==> config.mk <==
export PLATFORM = sky130hd
export DESIGN_NAME = shift_issue_stage
export DESIGN_NICKNAME = d
export VERILOG_FILES = /design/src/rtl/shift_pkg.sv /design/src/rtl/shift_issue_stage_skid.sv /design/src/rtl/shift_issue_stage.sv
export SDC_FILE = /design/constraint.sdc
export NUM_CORES = 1
export LEC_CHECK = 0
export CELL_PAD_IN_SITES_DETAIL_PLACEMENT = 0
export CELL_PAD_IN_SITES_GLOBAL_PLACEMENT = 2
export CORE_ASPECT_RATIO = 1.4
export CORE_MARGIN = 5
export CORE_UTILIZATION = 25
export CTS_CLUSTER_DIAMETER = 50
export CTS_CLUSTER_SIZE = 30
export DETAILED_ROUTE_END_ITERATION = 7
export GPL_TIMING_DRIVEN = 0
export PLACE_DENSITY = 0.8
export SLEW_MARGIN = 30
export SYNTH_ARGS = -nofsm -noshare
export SYNTH_HDL_FRONTEND = slang
export SYNTH_SLANG_ARGS = --single-unit
==> constraint.sdc <==
create_clock -name clk -period 1.8 [get_ports clk]
set_input_delay 0.45 -clock clk [delete_from_list [all_inputs] [get_ports clk]]
set_output_delay 0.45 -clock clk [all_outputs]
set_load 0.02 [all_outputs]
==> src/rtl/shift_pkg.sv <==
// Shared opcode constants, shifter op encodings and the beat format carried
// from the issue stage to the 16-bit shifter.
package shift_pkg;

  localparam int SH_DW  = 16;
  localparam int SH_SAW = 4;
  localparam int SH_RDW = 3;

  localparam logic [3:0] OP_SLL = 4'h4;
  localparam logic [3:0] OP_SRL = 4'h5;
  localparam logic [3:0] OP_SRA = 4'h6;

  localparam logic [1:0] SHOP_SLL = 2'd0;
  localparam logic [1:0] SHOP_SRL = 2'd1;
  localparam logic [1:0] SHOP_SRA = 2'd2;

  typedef struct packed {
    logic [SH_DW-1:0]  a;
    logic [SH_SAW-1:0] shamt;
    logic [1:0]        op;
    logic              ovf;
    logic [SH_RDW-1:0] rd;
  } shift_beat_t;

  function automatic logic is_shift_op(input logic [3:0] opcode);
    return (opcode == OP_SLL) || (opcode == OP_SRL) || (opcode == OP_SRA);
  endfunction

  function automatic logic [1:0] shop_of(input logic [3:0] opcode);
    logic [1:0] shop;
    shop = SHOP_SLL;
    case (opcode)
      OP_SRL:  shop = SHOP_SRL;
      OP_SRA:  shop = SHOP_SRA;
      default: shop = SHOP_SLL;
    endcase
    return shop;
  endfunction

endpackage

==> src/rtl/shift_issue_stage_skid.sv <==
// Generic 2-entry valid/ready skid buffer: a main output register plus one
// overflow register, so in_ready can be a pure register output.
module skid_buffer #(
  parameter int W = 8
) (
  input  logic         clk,
  input  logic         rst_n,
  input  logic         flush,
  input  logic         in_valid,
  output logic         in_ready,
  input  logic [W-1:0] in_data,
  output logic         out_valid,
  input  logic         out_ready,
  output logic [W-1:0] out_data
);

  logic         main_valid;
  logic [W-1:0] main_data;
  logic         skid_valid;
  logic [W-1:0] skid_data;
  logic         accept;
  logic         main_free;

  assign in_ready  = !skid_valid;
  assign out_valid = main_valid;
  assign out_data  = main_data;
  assign accept    = in_valid && !skid_valid && !flush;
  assign main_free = !main_valid || out_ready;

  // The skid entry always has priority into main so ordering is preserved;
  // while skid is full in_ready is low, so no new beat can compete with it.
  always_ff @(posedge clk or negedge rst_n) begin
    if (!rst_n) begin
      main_valid <= 1'b0;
      main_data  <= '0;
      skid_valid <= 1'b0;
      skid_data  <= '0;
    end else if (flush) begin
      main_valid <= 1'b0;
      skid_valid <= 1'b0;
    end else if (main_free) begin
      if (skid_valid) begin
        main_valid <= 1'b1;
        main_data  <= skid_data;
        skid_valid <= 1'b0;
      end else if (accept) begin
        main_valid <= 1'b1;
        main_data  <= in_data;
      end else begin
        main_valid <= 1'b0;
      end
    end else if (accept) begin
      skid_valid <= 1'b1;
      skid_data  <= in_data;
    end
  end

endmodule

==> src/rtl/shift_issue_stage.sv <==
// Issue stage ahead of the 16-bit shifter: decodes the shift op, selects the
// shift amount, flags oversized register amounts and counts downstream stalls.
module shift_issue_stage
  import shift_pkg::*;
#(
  parameter int DW   = SH_DW,
  parameter int SAW  = SH_SAW,
  parameter int RDW  = SH_RDW,
  parameter int CNTW = 16
) (
  input  logic            clk,
  input  logic            rst_n,
  input  logic            flush,
  input  logic            in_valid,
  output logic            in_ready,
  input  logic [3:0]      in_opcode,
  input  logic [DW-1:0]   in_rs_val,
  input  logic [DW-1:0]   in_rt_val,
  input  logic [SAW-1:0]  in_imm,
  input  logic            in_use_imm,
  input  logic [RDW-1:0]  in_rd,
  output logic            out_valid,
  input  logic            out_ready,
  output logic [DW-1:0]   out_a,
  output logic [SAW-1:0]  out_shamt,
  output logic [1:0]      out_op,
  output logic            out_ovf,
  output logic [RDW-1:0]  out_rd,
  output logic [CNTW-1:0] stall_cnt
);

  shift_beat_t in_beat;
  shift_beat_t out_beat;
  logic        enq_valid;

  // Non-shift opcodes still see in_ready high, so they are consumed upstream
  // but never reach the buffer.
  always_comb begin
    in_beat       = '0;
    in_beat.a     = in_rs_val;
    in_beat.shamt = in_use_imm ? in_imm : in_rt_val[SAW-1:0];
    in_beat.op    = shop_of(in_opcode);
    in_beat.ovf   = !in_use_imm && (|in_rt_val[DW-1:SAW]);
    in_beat.rd    = in_rd;
  end

  assign enq_valid = in_valid && is_shift_op(in_opcode);

  skid_buffer #(
    .W($bits(shift_beat_t))
  ) u_skid (
    .clk      (clk),
    .rst_n    (rst_n),
    .flush    (flush),
    .in_valid (enq_valid),
    .in_ready (in_ready),
    .in_data  (in_beat),
    .out_valid(out_valid),
    .out_ready(out_ready),
    .out_data (out_beat)
  );

  assign out_a     = out_beat.a;
  assign out_shamt = out_beat.shamt;
  assign out_op    = out_beat.op;
  assign out_ovf   = out_beat.ovf;
  assign out_rd    = out_beat.rd;

  // Saturating stall counter; deliberately left untouched by flush.
  always_ff @(posedge clk or negedge rst_n) begin
    if (!rst_n) begin
      stall_cnt <= '0;
    end else if (out_valid && !out_ready && (stall_cnt != {CNTW{1'b1}})) begin
      stall_cnt <= stall_cnt + 1'b1;
    end
  end

endmodule

# Word-level counts from Yosys, hierarchy flattened
# Cells that the tools add are included.
# Widths: inputs -> output; s select.
[totals] ff_bits=70 output_inout_bits=44 wordCells=43 in_bits=49
[classes] n_eq_ne=4 addsub=1 bitwise_logic=2 mux=11 n_reduce_logical=20
[ops] op="$mux 26" n=2
[ops] op="$add 16x1->16 const B" n=1
[ops] op="$ne 16x16->1 const B" n=1
[ops] op="$eq 4x3->1 const B" n=3
[ops] op="$reduce_or 12->1" n=1
[ops] op="$mux 1" n=7
[ops] op="$logic_and 1x1->1" n=6
[ops] op="$reduce_and 3->1" n=2
[ops] op="$logic_not 1->1" n=5
[ops] op="$mux 4" n=1
[ops] op="$pmux 2 s2" n=1
[ops] op="$reduce_bool 2->1" n=2
[ops] op="$logic_or 1x1->1" n=3
[ops] op="$reduce_bool 3->1" n=1
[ops] op="$not 1->1" n=2

# Depth between registers and ports, before layout
# Gate-level depths: netlist of run 1.
[logic_depth] depth_word=10 mapped_depth=6 ltp_nobuf=5

# Cells and area by module
# A second synthesis of run 1 with hierarchy kept.
[unflattened] hier_cells=240 hier_area_um2=3326.9
[modules_own_cells] module="skid_buffer" n_inst=1 cells_per_inst=147 area_each_um2=2374.8
[modules_own_cells] module="shift_issue_stage" n_inst=1 cells_per_inst=93 area_each_um2=952.2

# Least setup slack after synthesis of run 1
# OpenSTA, ideal clock, no wires.
[synth_path] kind="register to register" startpoint="register stall_cnt[0]" endpoint="register stall_cnt[1]" arrival_ns=1.629 setup_ns=0.125 path_buffers=0 synth_period_minus_slack_ns=1.753 setup_slack_ns=0.047 stages_incl_launch_ff=6 required_ns=1.675 path_cell_list="dfrtp_1 > ha_1 > and3_1 > and4_1 > nor2_1 > mux2_2"
[synth_between] elab_chain_len=2 word_cells_on_any_way=3
[synth_lines] element="start: declaration" line_no="shift_issue_stage.sv:29" text="output logic [CNTW-1:0] stall_cnt"
[synth_lines] element="start signal: assignment" line_no="shift_issue_stage.sv:74" text="stall_cnt <= stall_cnt + 1'b1;"
[synth_lines] element="branches (longest 2 deep; another with $add 16x1->16)"
# Parallel ways; which one is timed is not known.
# A chain may end at the register's enable or synchronous reset.

# Worst setup path after layout of run 1
[layout_path] startpoint="input flush" endpoint="register u_skid.skid_data[16]"
[layout_between] elab_chain_len=3 word_cells_on_any_way=4
[layout_lines] element="start: declaration" line_no="shift_issue_stage.sv:13" text="input logic flush,"
[layout_lines] element="$logic_not 1->1" line_no="shift_issue_stage_skid.sv:27" text="assign accept = in_valid && !skid_valid && !flush;"
[layout_lines] element="$logic_and 1x1->1" line_no="shift_issue_stage_skid.sv:27"
[layout_lines] element="$reduce_and 3->1 (no source line) (*)"
[layout_lines] element="end signal: assignment" line_no="shift_issue_stage_skid.sv:54" text="skid_data <= in_data;"
[layout_lines] element="end: declaration" line_no="shift_issue_stage_skid.sv:20" text="logic [W-1:0] skid_data;"
# Every way passes the cells marked *; elsewhere a longest branch is shown, timed or not.

==> results.yml, run 1 <==
synth:
  synth_nets: 306
  yosysWarnings: 0
  synth_largest_area_cell: "dfrtp_1"
  yosysMostFrequentCell: "dfrtp_1"
  ys_top_cells_by_count: "dfrtp_1, mux2_2, mux2_4, nand2_1, o21ai_0"
  syn_area_per_cell_um2: 12.97
  yosysTopAreaCellShare: 0.5275
  synthArstFlopShare: 1.000
  synthTopCellsByArea: "dfrtp_1, mux2_2, mux2_4, nand2_1, o21ai_0"
  synth_area_um2: 3321
  synthesis.instances: 256
  ys_seq_area_frac: 0.5275
  netlist-cell-type-count: 33
  synth_edf_count: 0
  ys.flop_type: "dfrtp_1"
  synth-seq-cells: 70
setup_path:
  critPathMaxFanout: 10
  cp.required_ps: 2010
  arrival_ps: 1950
  r2r_start: "stall_cnt[0]$_DFFE_PN0P_"
  cp_num_buf_inv: 2
  cp_slowest_cell: "clkdlybuf4s50_1"
  startpoint_type: "input port"
  path_cells: "clkdlybuf4s50_1, nor4b_2, nand3_2, buf_6, mux2_1"
  worstSetupEndpointType: "register"
  slowest_delay_ps: 480
  critPathTopFamily: "buffers and inverters"
  path_class: "input port to register"
  cp-startpoint: "flush"
global_routing:
  grt-ovfl-total: 0
  grt_pass1_vias: 2648
  grt_antenna_before_repair: 0
  grt_pass1_wl_um: 13520
  grt_max_degree: 50
  track_usage: 0.1084
job:
  drv_cap: 0
finish:
  drive_gt1_frac: 0.3190
  nets: 418
  area_growth_pct: 48.64
  fillers: 1273
  final_area_um2: 4936
  final_util: 0.3816
  antenna_cells: 0
place:
  placedInstanceArea_um2: 4479
  pre_cts_ws_ps: -529.6
  numPortBuffers: 91
  dp_hpwl_um: 5879
  place_congestion: 0.8003
route:
  antenna_left: 0
  avgViaCountPerCell: 4.385
  drc: 0
  wl_per_cell_um: 14.81
  first_iter_violations: 39
  firstDrtPassIters: 4
  num_vias: 2416
  finalWirelength_um: 8163
pwr:
  p_leak_uw: 0.002394
  cellPowerDensity_nw_per_um2: 984.1
  p_total_uw: 4858
  ir_worst_vdd_uv: 339.5
timing:
  finalMaxSlewViolations: 0
  setup_viol: 0
  max_freq_ghz: 0.5720
  slew_headroom: 0.7383
  worst_slack_ps: 51.80
  fin_crit_ps: 1748
  finalClockSkew_ps: 5.248
  worstMarginPinSlew_ps: 391.1
  finalHoldViolCount: 0
  period_share: 0.9712
  tns_ps: 0
worst_hold_path:
  min_path_type: "input port to asynchronous set/reset pin"
clock_network:
  cts_htree_levels: 3
  clock_path_buffers: 2
  cts_tree: "yes"
  cts_hold_buffers: 0
  cts_buffers: 9
  cts_sinks: 70
  cts.root.buffer_cell: "clkbuf_16"
  clk_pin_slew_worst_paths_ps: 60
  clock_latency_ps: 320
floorplanning:
  die_h_um: 146.4
  initial_utilization: 0.2567
  die-area_um2: 15720
  ioPinCount: 93
  core-area_um2: 12940
  die_w_um: 107.4
  placementRows: 49
status:
  status: "finished, final reports clean"
final timing paths:
kind	endpoint	slack, ps	cells after the start
max reg2reg	stall_cnt[1]$_DFFE_PN0P_	70	5
min reg2reg	u_skid.skid_data[9]$_DFFE_PN0P_	480	2
max in group asynchronous	u_skid.out_data[22]$_DFFE_PN0P_	1240	2
max	u_skid.skid_data[16]$_DFFE_PN0P_	50	5
min	u_skid.out_data[7]$_DFFE_PN0P_	20	1
min in group clk	u_skid.skid_data[9]$_DFFE_PN0P_	480	2
repair_timing:
action | 4_1_cts | 5_1_grt
gates cloned | 1 | 0
gates resized for setup | 36 | 18
setup buffers | 8 | 3
endpoints found under the setup margin | 59 | 36
pin swaps | 5 | 4
layout by cell type (no fill, tap or decap), types with 4 or more instances in the layout:
master,n
a21oi_1,5
and3_1,7
buf_4,14
clkbuf_16,9
clkdlybuf4s50_1,59
dfrtp_1,70
dlygate4sd2_1,20
dlymetal6s2s_1,9
mux2_2,48
mux2_4,20
mux2i_1,4
nand2_1,20
nand3_1,5
nand4_1,5
nor2_1,4
o21ai_0,14
xnor2_1,5
registers in the layout (all words and copies together), names as in the netlist:
name / count
u_skid.skid_valid: 1
stall_cnt: 16
u_skid.out_data: 26
u_skid.skid_data: 26
u_skid.out_valid: 1
per-stage QoR:
step	hold slack [ps]	instances
6_report	20.64	551
5_1_grt	25.30	551
4_1_cts	18.43	551
3_5_place_dp	377.7	526
3_3_place_gp	462.3	525
2_1_floorplan	154.4	256
final cells by class:
type / count / area, um2 / share of cell area
sequential: 70 / 1752 / 0.3549
clock buffer: 9 / 225.2 / 0.04563
tap: 178 / 222.7 / 0.04512
buffer: 11 / 91.34 / 0.01850
inverter: 1 / 3.754 / 0.0007605
multi-input combinational: 172 / 1536 / 0.3113
timing repair buffer: 103 / 1006 / 0.2038
clock inverter: 7 / 98.84 / 0.02003
power by group:
part	internal [uW]	switching [uW]
sequential	1770	125
combinational	608	457
clock	1220	685
total	3590	1270
routing by layer:
metal | GRT usage | vias up | wire (um)
li1 | - | 1152 | -
met1 | 0.1264 | 1181 | 3452
met2 | 0.1855 | 76 | 3992
met3 | 0.03887 | 7 | 623
met4 | 0.03222 | 0 | 94
met5 | 0 | - | 0
logic make-up after synthesis:
group                      share of synthesized area
and+or+nand+nor                               0.1085
buffers and inverters                        0.02449
muxes                                         0.2754
AOI/OAI and AO/OA                            0.03919
adders and majority gates                   0.003767
DFF                                           0.5275
xor gates and xnor gates                     0.02110
Note: power is estimated with default switching activity, not from simulation.
==> inputs of run 2 (changes only) <==
- GPL_TIMING_DRIVEN: 0 -> unset
==> run 2 against run 1 <==
Design area is 1.4% higher. Setup slack worse by 17 ps. Flip-flop and latch count unchanged. Via count decreased by 0.87%. Clock-buffer cell count up 2. Critical path depth up 1. Combinational power hardly changed. First-iteration DRC count up 51%. Final cell count up 0.18%. Clock skew down 0.74 ps. Register-to-register slack gained 50 ps.
==> results.yml, run 2 (synthesis gave the netlist of run 1 again) <==
setup_path:
  r2r_start: "stall_cnt[1]$_DFFE_PN0P_"
  timing.rr.end: "stall_cnt[3]$_DFFE_PN0P_"
  r2r_slack_ps: 120
  r2r_cells: 5
  path_cells: "dlygate4sd2_1, a21boi_2, a21oi_2, or3_4, bufbuf_16, mux2_2"
  critPathMaxFanout: 6
  cp_slowest_cell: "or3_4"
  startpoint_type: "input port"
  cp-startpoint: "in_opcode[1]"
  endpoint: "u_skid.out_data[1]$_DFFE_PN0P_"
  slowest_delay_ps: 450
  cp.required_ps: 2020
  path_class: "input port to register"
  arrival_ps: 1980
  worstSetupEndpointType: "register"
timing:
  setup_viol: 0
  fin_crit_ps: 1765
  rsz0062_at_grt: "false"
  max_freq_ghz: 0.5665
  finalClockSkew_ps: 4.509
  slew_headroom: 0.7333
  period_share: 0.9807
  hold_slack_ps: 126.4
  worstMarginPinSlew_ps: 400.1
  worst_slack_ps: 34.77
  finalHoldViolCount: 0
  tns_ps: 0
  finalMaxSlewViolations: 0
finish:
  final_cells: 552
  final_cell_mix: "dfrtp_1, clkdlybuf4s50_1, mux2_2"
  antenna_cells: 0
  final_common_cell: "dfrtp_1"
  area_growth_pct: 50.68
  drive_gt1_frac: 0.2995
  nets: 419
  fillers: 1217
route:
  firstDrtPassIters: 4
  avgViaCountPerCell: 4.339
  first_iter_violations: 59
  antenna_left: 0
  num_vias: 2395
  drc: 0
  finalWirelength_um: 8404
  wl_per_cell_um: 15.22
place:
  place_congestion: 0.7910
  dp_hpwl_um: 5670
  pre_cts_ws_ps: -470.9
  numPortBuffers: 92
  dpl.cell_count: 533
clock_network:
  cts_hold_buffers: 0
  cts_tree: "yes"
  clock_latency_ps: 330
  cts_buffers: 9
  clk_pin_slew_worst_paths_ps: 60
  cts_sinks: 70
  cts_htree_levels: 3
  clock_path_buffers: 2
  cts.root.buffer_cell: "clkbuf_16"
pwr:
  p_leak_uw: 0.002440
  p_total_uw: 5185
  ir_worst_vdd_uv: 499.0
  cellPowerDensity_nw_per_um2: 1036
global_routing:
  grt-ovfl-total: 0
  track_usage: 0.1093
  grt_antenna_before_repair: 0
  grt_max_degree: 71
  grt_pass1_vias: 2601
  grt_pass1_wl_um: 13430
job:
  drv_cap: 0
floorplanning:
  placementRows: 49
  die_h_um: 146.4
  core-area_um2: 12940
  die_w_um: 107.4
  ioPinCount: 93
  die-area_um2: 15720
  initial_utilization: 0.2567
status:
  status: "finished, final reports clean"
worst_hold_path:
  min_path_type: "input port to asynchronous set/reset pin"
## run 2: changes by cell type in the layout (fill, tap and decap cells not counted), moves of 2 or more
cell	change
clkinv_4	-3
buf_12	+2
clkbuf_2	-3
bufinv_16	+2
nor4b_2	-2
dlygate4sd2_1	+7
clkdlybuf4s50_1	-3
nor4b_1	+2
buf_6	-3
buf_4	+4
## run 2: critical path, delay by kind of cell
family / cells / cell delay, ps
buf+inv: 2 / 550
simple gates: 1 / 450
mux: 1 / 270
compound gates: 2 / 260
## run 2: worst min-delay path by stage
stage | from | endpoint | slack (ps)
after detailed placement | u_skid.skid_data[8]$_DFFE_PN0P_ | u_skid.skid_data[8]$_DFFE_PN0P_ | 470
after global routing | rst_n | u_skid.out_data[7]$_DFFE_PN0P_ | 160
after global placement | u_skid.skid_data[7]$_DFFE_PN0P_ | u_skid.skid_data[7]$_DFFE_PN0P_ | 460
final | rst_n | u_skid.out_data[7]$_DFFE_PN0P_ | 130
after CTS | rst_n | u_skid.skid_data[7]$_DFFE_PN0P_ | 150
after floorplan | rst_n | stall_cnt[0]$_DFFE_PN0P_ | 150
## run 2: area by class of cell
type | count | area (um2) | share of cell area
Clock buffer | 11 | 242.7 | 0.04851
Clock inverter | 5 | 128.9 | 0.02576
Inverter | 1 | 3.754 | 0.0007502
Multi-Input combinational cell | 172 | 1496 | 0.2991
Sequential cell | 70 | 1752 | 0.3501
Tap cell | 178 | 222.7 | 0.04451
Timing Repair Buffer | 115 | 1157 | 0.2313
## run 2: metal layers
layer  vias up  GRT usage  part of all wire
li1       1149          -                 -
met1      1163     0.1309              0.43
met2        71     0.1773              0.48
met3        12    0.04240             0.077
met4         0    0.03980             0.016
met5         -          0                 0
## run 2: repair_timing
item | 4_1_cts | 5_1_grt
resized for setup | 30 | 8
hold endpoints to repair | 0 | 0
setup buffers | 1 | 0
cloned | 2 | 0
pin swaps | 3 | 0
setup endpoints to repair | 47 | 8
## run 2: through the flow
| step | area [um2] | utilization |
|---|---|---|
| 2_1_floorplan | 3321 | - |
| 3_3_place_gp | 4571 | 0.3533 |
| 3_5_place_dp | 4571 | 0.3533 |
| 4_1_cts | 4984 | 0.3852 |
| 5_1_grt | 5004 | 0.3868 |
| 6_report | 5004 | 0.3868 |
## run 2: power by group
part,switching [uW],internal (uW),leakage (uW)
Combinational,460,610,0.00133
Clock,683,1540,0.000180
Sequential,128,1770,0.000926
Total,1270,3910,0.00244
==> inputs of run 3 (changes only) <==
- CORE_MARGIN: 5 -> unset
==> run 3 against run 2 <==
Non-clock buffer count grew 2. Critical endpoint is now u_skid.out_data[3]$_DFFE_PN0P_. Register-to-register slack is essentially flat. Largest power group is now sequential cells. Die area shrank 13%. Global-route usage grew 1.4 points. Hold slack lost 110 ps.
==> results.yml, run 3 (synthesis gave the netlist of run 1 again) <==
status:
  status: "finished, final reports clean"
timing:
  finalMaxSlewViolations: 0
  finalClockSkew_ps: 6.941
  worst_slack_ps: 28.03
  slew_headroom: 0.7307
  fin_crit_ps: 1772
  max_freq_ghz: 0.5643
  setup_viol: 0
  hold_slack_ps: 13.73
  period_share: 0.9844
  finalHoldViolCount: 0
  worstMarginPinSlew_ps: 403.9
pwr:
  p_total_uw: 4778
  ir_worst_vdd_uv: 365.7
  p_leak_uw: 0.002433
  cellPowerDensity_nw_per_um2: 967.6
finish:
  area_growth_pct: 48.72
  nets: 421
  regArea_um2: 1752
  final_cell_mix: "dfrtp_1, clkdlybuf4s50_1, mux2_2"
  multi_input_area_um2: 1503
  fillers: 1260
  final_common_cell: "dfrtp_1"
  final_util: 0.3836
  final_area_um2: 4938
  drive_gt1_frac: 0.3085
  antenna_cells: 0
setup_path:
  critPathMaxFanout: 6
  startpoint_type: "input port"
  path_class: "input port to register"
  arrival_ps: 1980
  worstSetupEndpointType: "register"
  cp.required_ps: 2010
global_routing:
  grt-ovfl-total: 0
  grt_pass1_vias: 2553
  grt_pass1_wl_um: 13090
  grt_antenna_before_repair: 0
  track_usage: 0.1235
  grt_max_degree: 37
place:
  numPortBuffers: 92
  placedInstanceArea_um2: 4557
  place_congestion: 0.7817
  dp_hpwl_um: 5534
  pre_cts_ws_ps: -471.4
route:
  wl_per_cell_um: 15.39
  first_iter_violations: 82
  num_vias: 2428
  wl_met3_um: 487
  top_layer: "met4"
  drc: 0
  antenna_left: 0
  firstDrtPassIters: 4
  routed-wl-met2_um: 4010
  avgViaCountPerCell: 4.590
  wl_met1_um: 3519
  finalWirelength_um: 8142
floorplanning:
  ioPinCount: 93
  placementRows: 49
  initial_utilization: 0.2579
  die_w_um: 99.41
  die-area_um2: 13750
  core-area_um2: 12870
  die_h_um: 138.4
clock_network:
  cts_hold_buffers: 0
  clock_latency_ps: 330
  clock_path_buffers: 2
  cts.root.buffer_cell: "clkbuf_16"
  cts_buffers: 9
  cts_htree_levels: 3
  clk_pin_slew_worst_paths_ps: 60
  cts_tree: "yes"
  cts_sinks: 70
worst_hold_path:
  min_path_type: "input port to asynchronous set/reset pin"
job:
  drv_cap: 0
[run 3: worst max-delay path, cell delays in order]
cell and delay (ps):
dlygate4sd2_1 250, a21boi_2 180, a21oi_2 80, or3_4 450, bufbuf_16 300, mux2_2 260
[run 3: layout make-up]
cell class / count / share of cell area
sequential: 70 / 0.3547
multi-input combinational: 172 / 0.3043
timing repair buffer: 117 / 0.2397
clock buffer: 9 / 0.04560
tap: 153 / 0.03876
clock inverter: 7 / 0.01621
inverter: 1 / 0.0007601
[run 3: metrics by stage]
step           setup TNS [ps]  instances
2_1_floorplan               0        256
3_3_place_gp           -17790        510
3_5_place_dp           -18920        510
4_1_cts                     0        528
5_1_grt                -2.787        529
6_report                    0        529
[run 3: final timing paths]
| kind | startpoint | end | slack (ps) | cells past startpoint |
|---|---|---|---|---|
| max | in_opcode[1] | u_skid.out_data[3]$_DFFE_PN0P_ | 30 | 6 |
| min in group clk | u_skid.skid_data[7]$_DFFE_PN0P_ | u_skid.skid_data[7]$_DFFE_PN0P_ | 480 | 2 |
| min reg2reg | u_skid.skid_data[7]$_DFFE_PN0P_ | u_skid.skid_data[7]$_DFFE_PN0P_ | 480 | 2 |
| max in group asynchronous | rst_n | stall_cnt[13]$_DFFE_PN0P_ | 1280 | 2 |
| max reg2reg | stall_cnt[1]$_DFFE_PN0P_ | stall_cnt[3]$_DFFE_PN0P_ | 110 | 5 |
| min | rst_n | u_skid.out_data[9]$_DFFE_PN0P_ | 10 | 1 |
[run 3: what timing repair did]
action	4_1_cts	5_1_grt
pin swaps	2	1
gates cloned	2	0
endpoints found under the hold margin	0	0
gates resized for setup	27	11
setup buffers	0	1
setup endpoints to repair	44	15
[run 3: where the power goes]
group / leakage (uW) / internal [uW] / switching, uW
Sequential: 0.000926 / 1770 / 127
Combinational: 0.00136 / 612 / 453
Clock: 0.000143 / 1090 / 730
[run 3: routing by layer]
layer / track usage / up-vias
met3: 0.03893 / 11
met1: 0.1428 / 1194
met4: 0.04489 / 0
met2: 0.2120 / 73
li1: - / 1150
met5: 0 / -
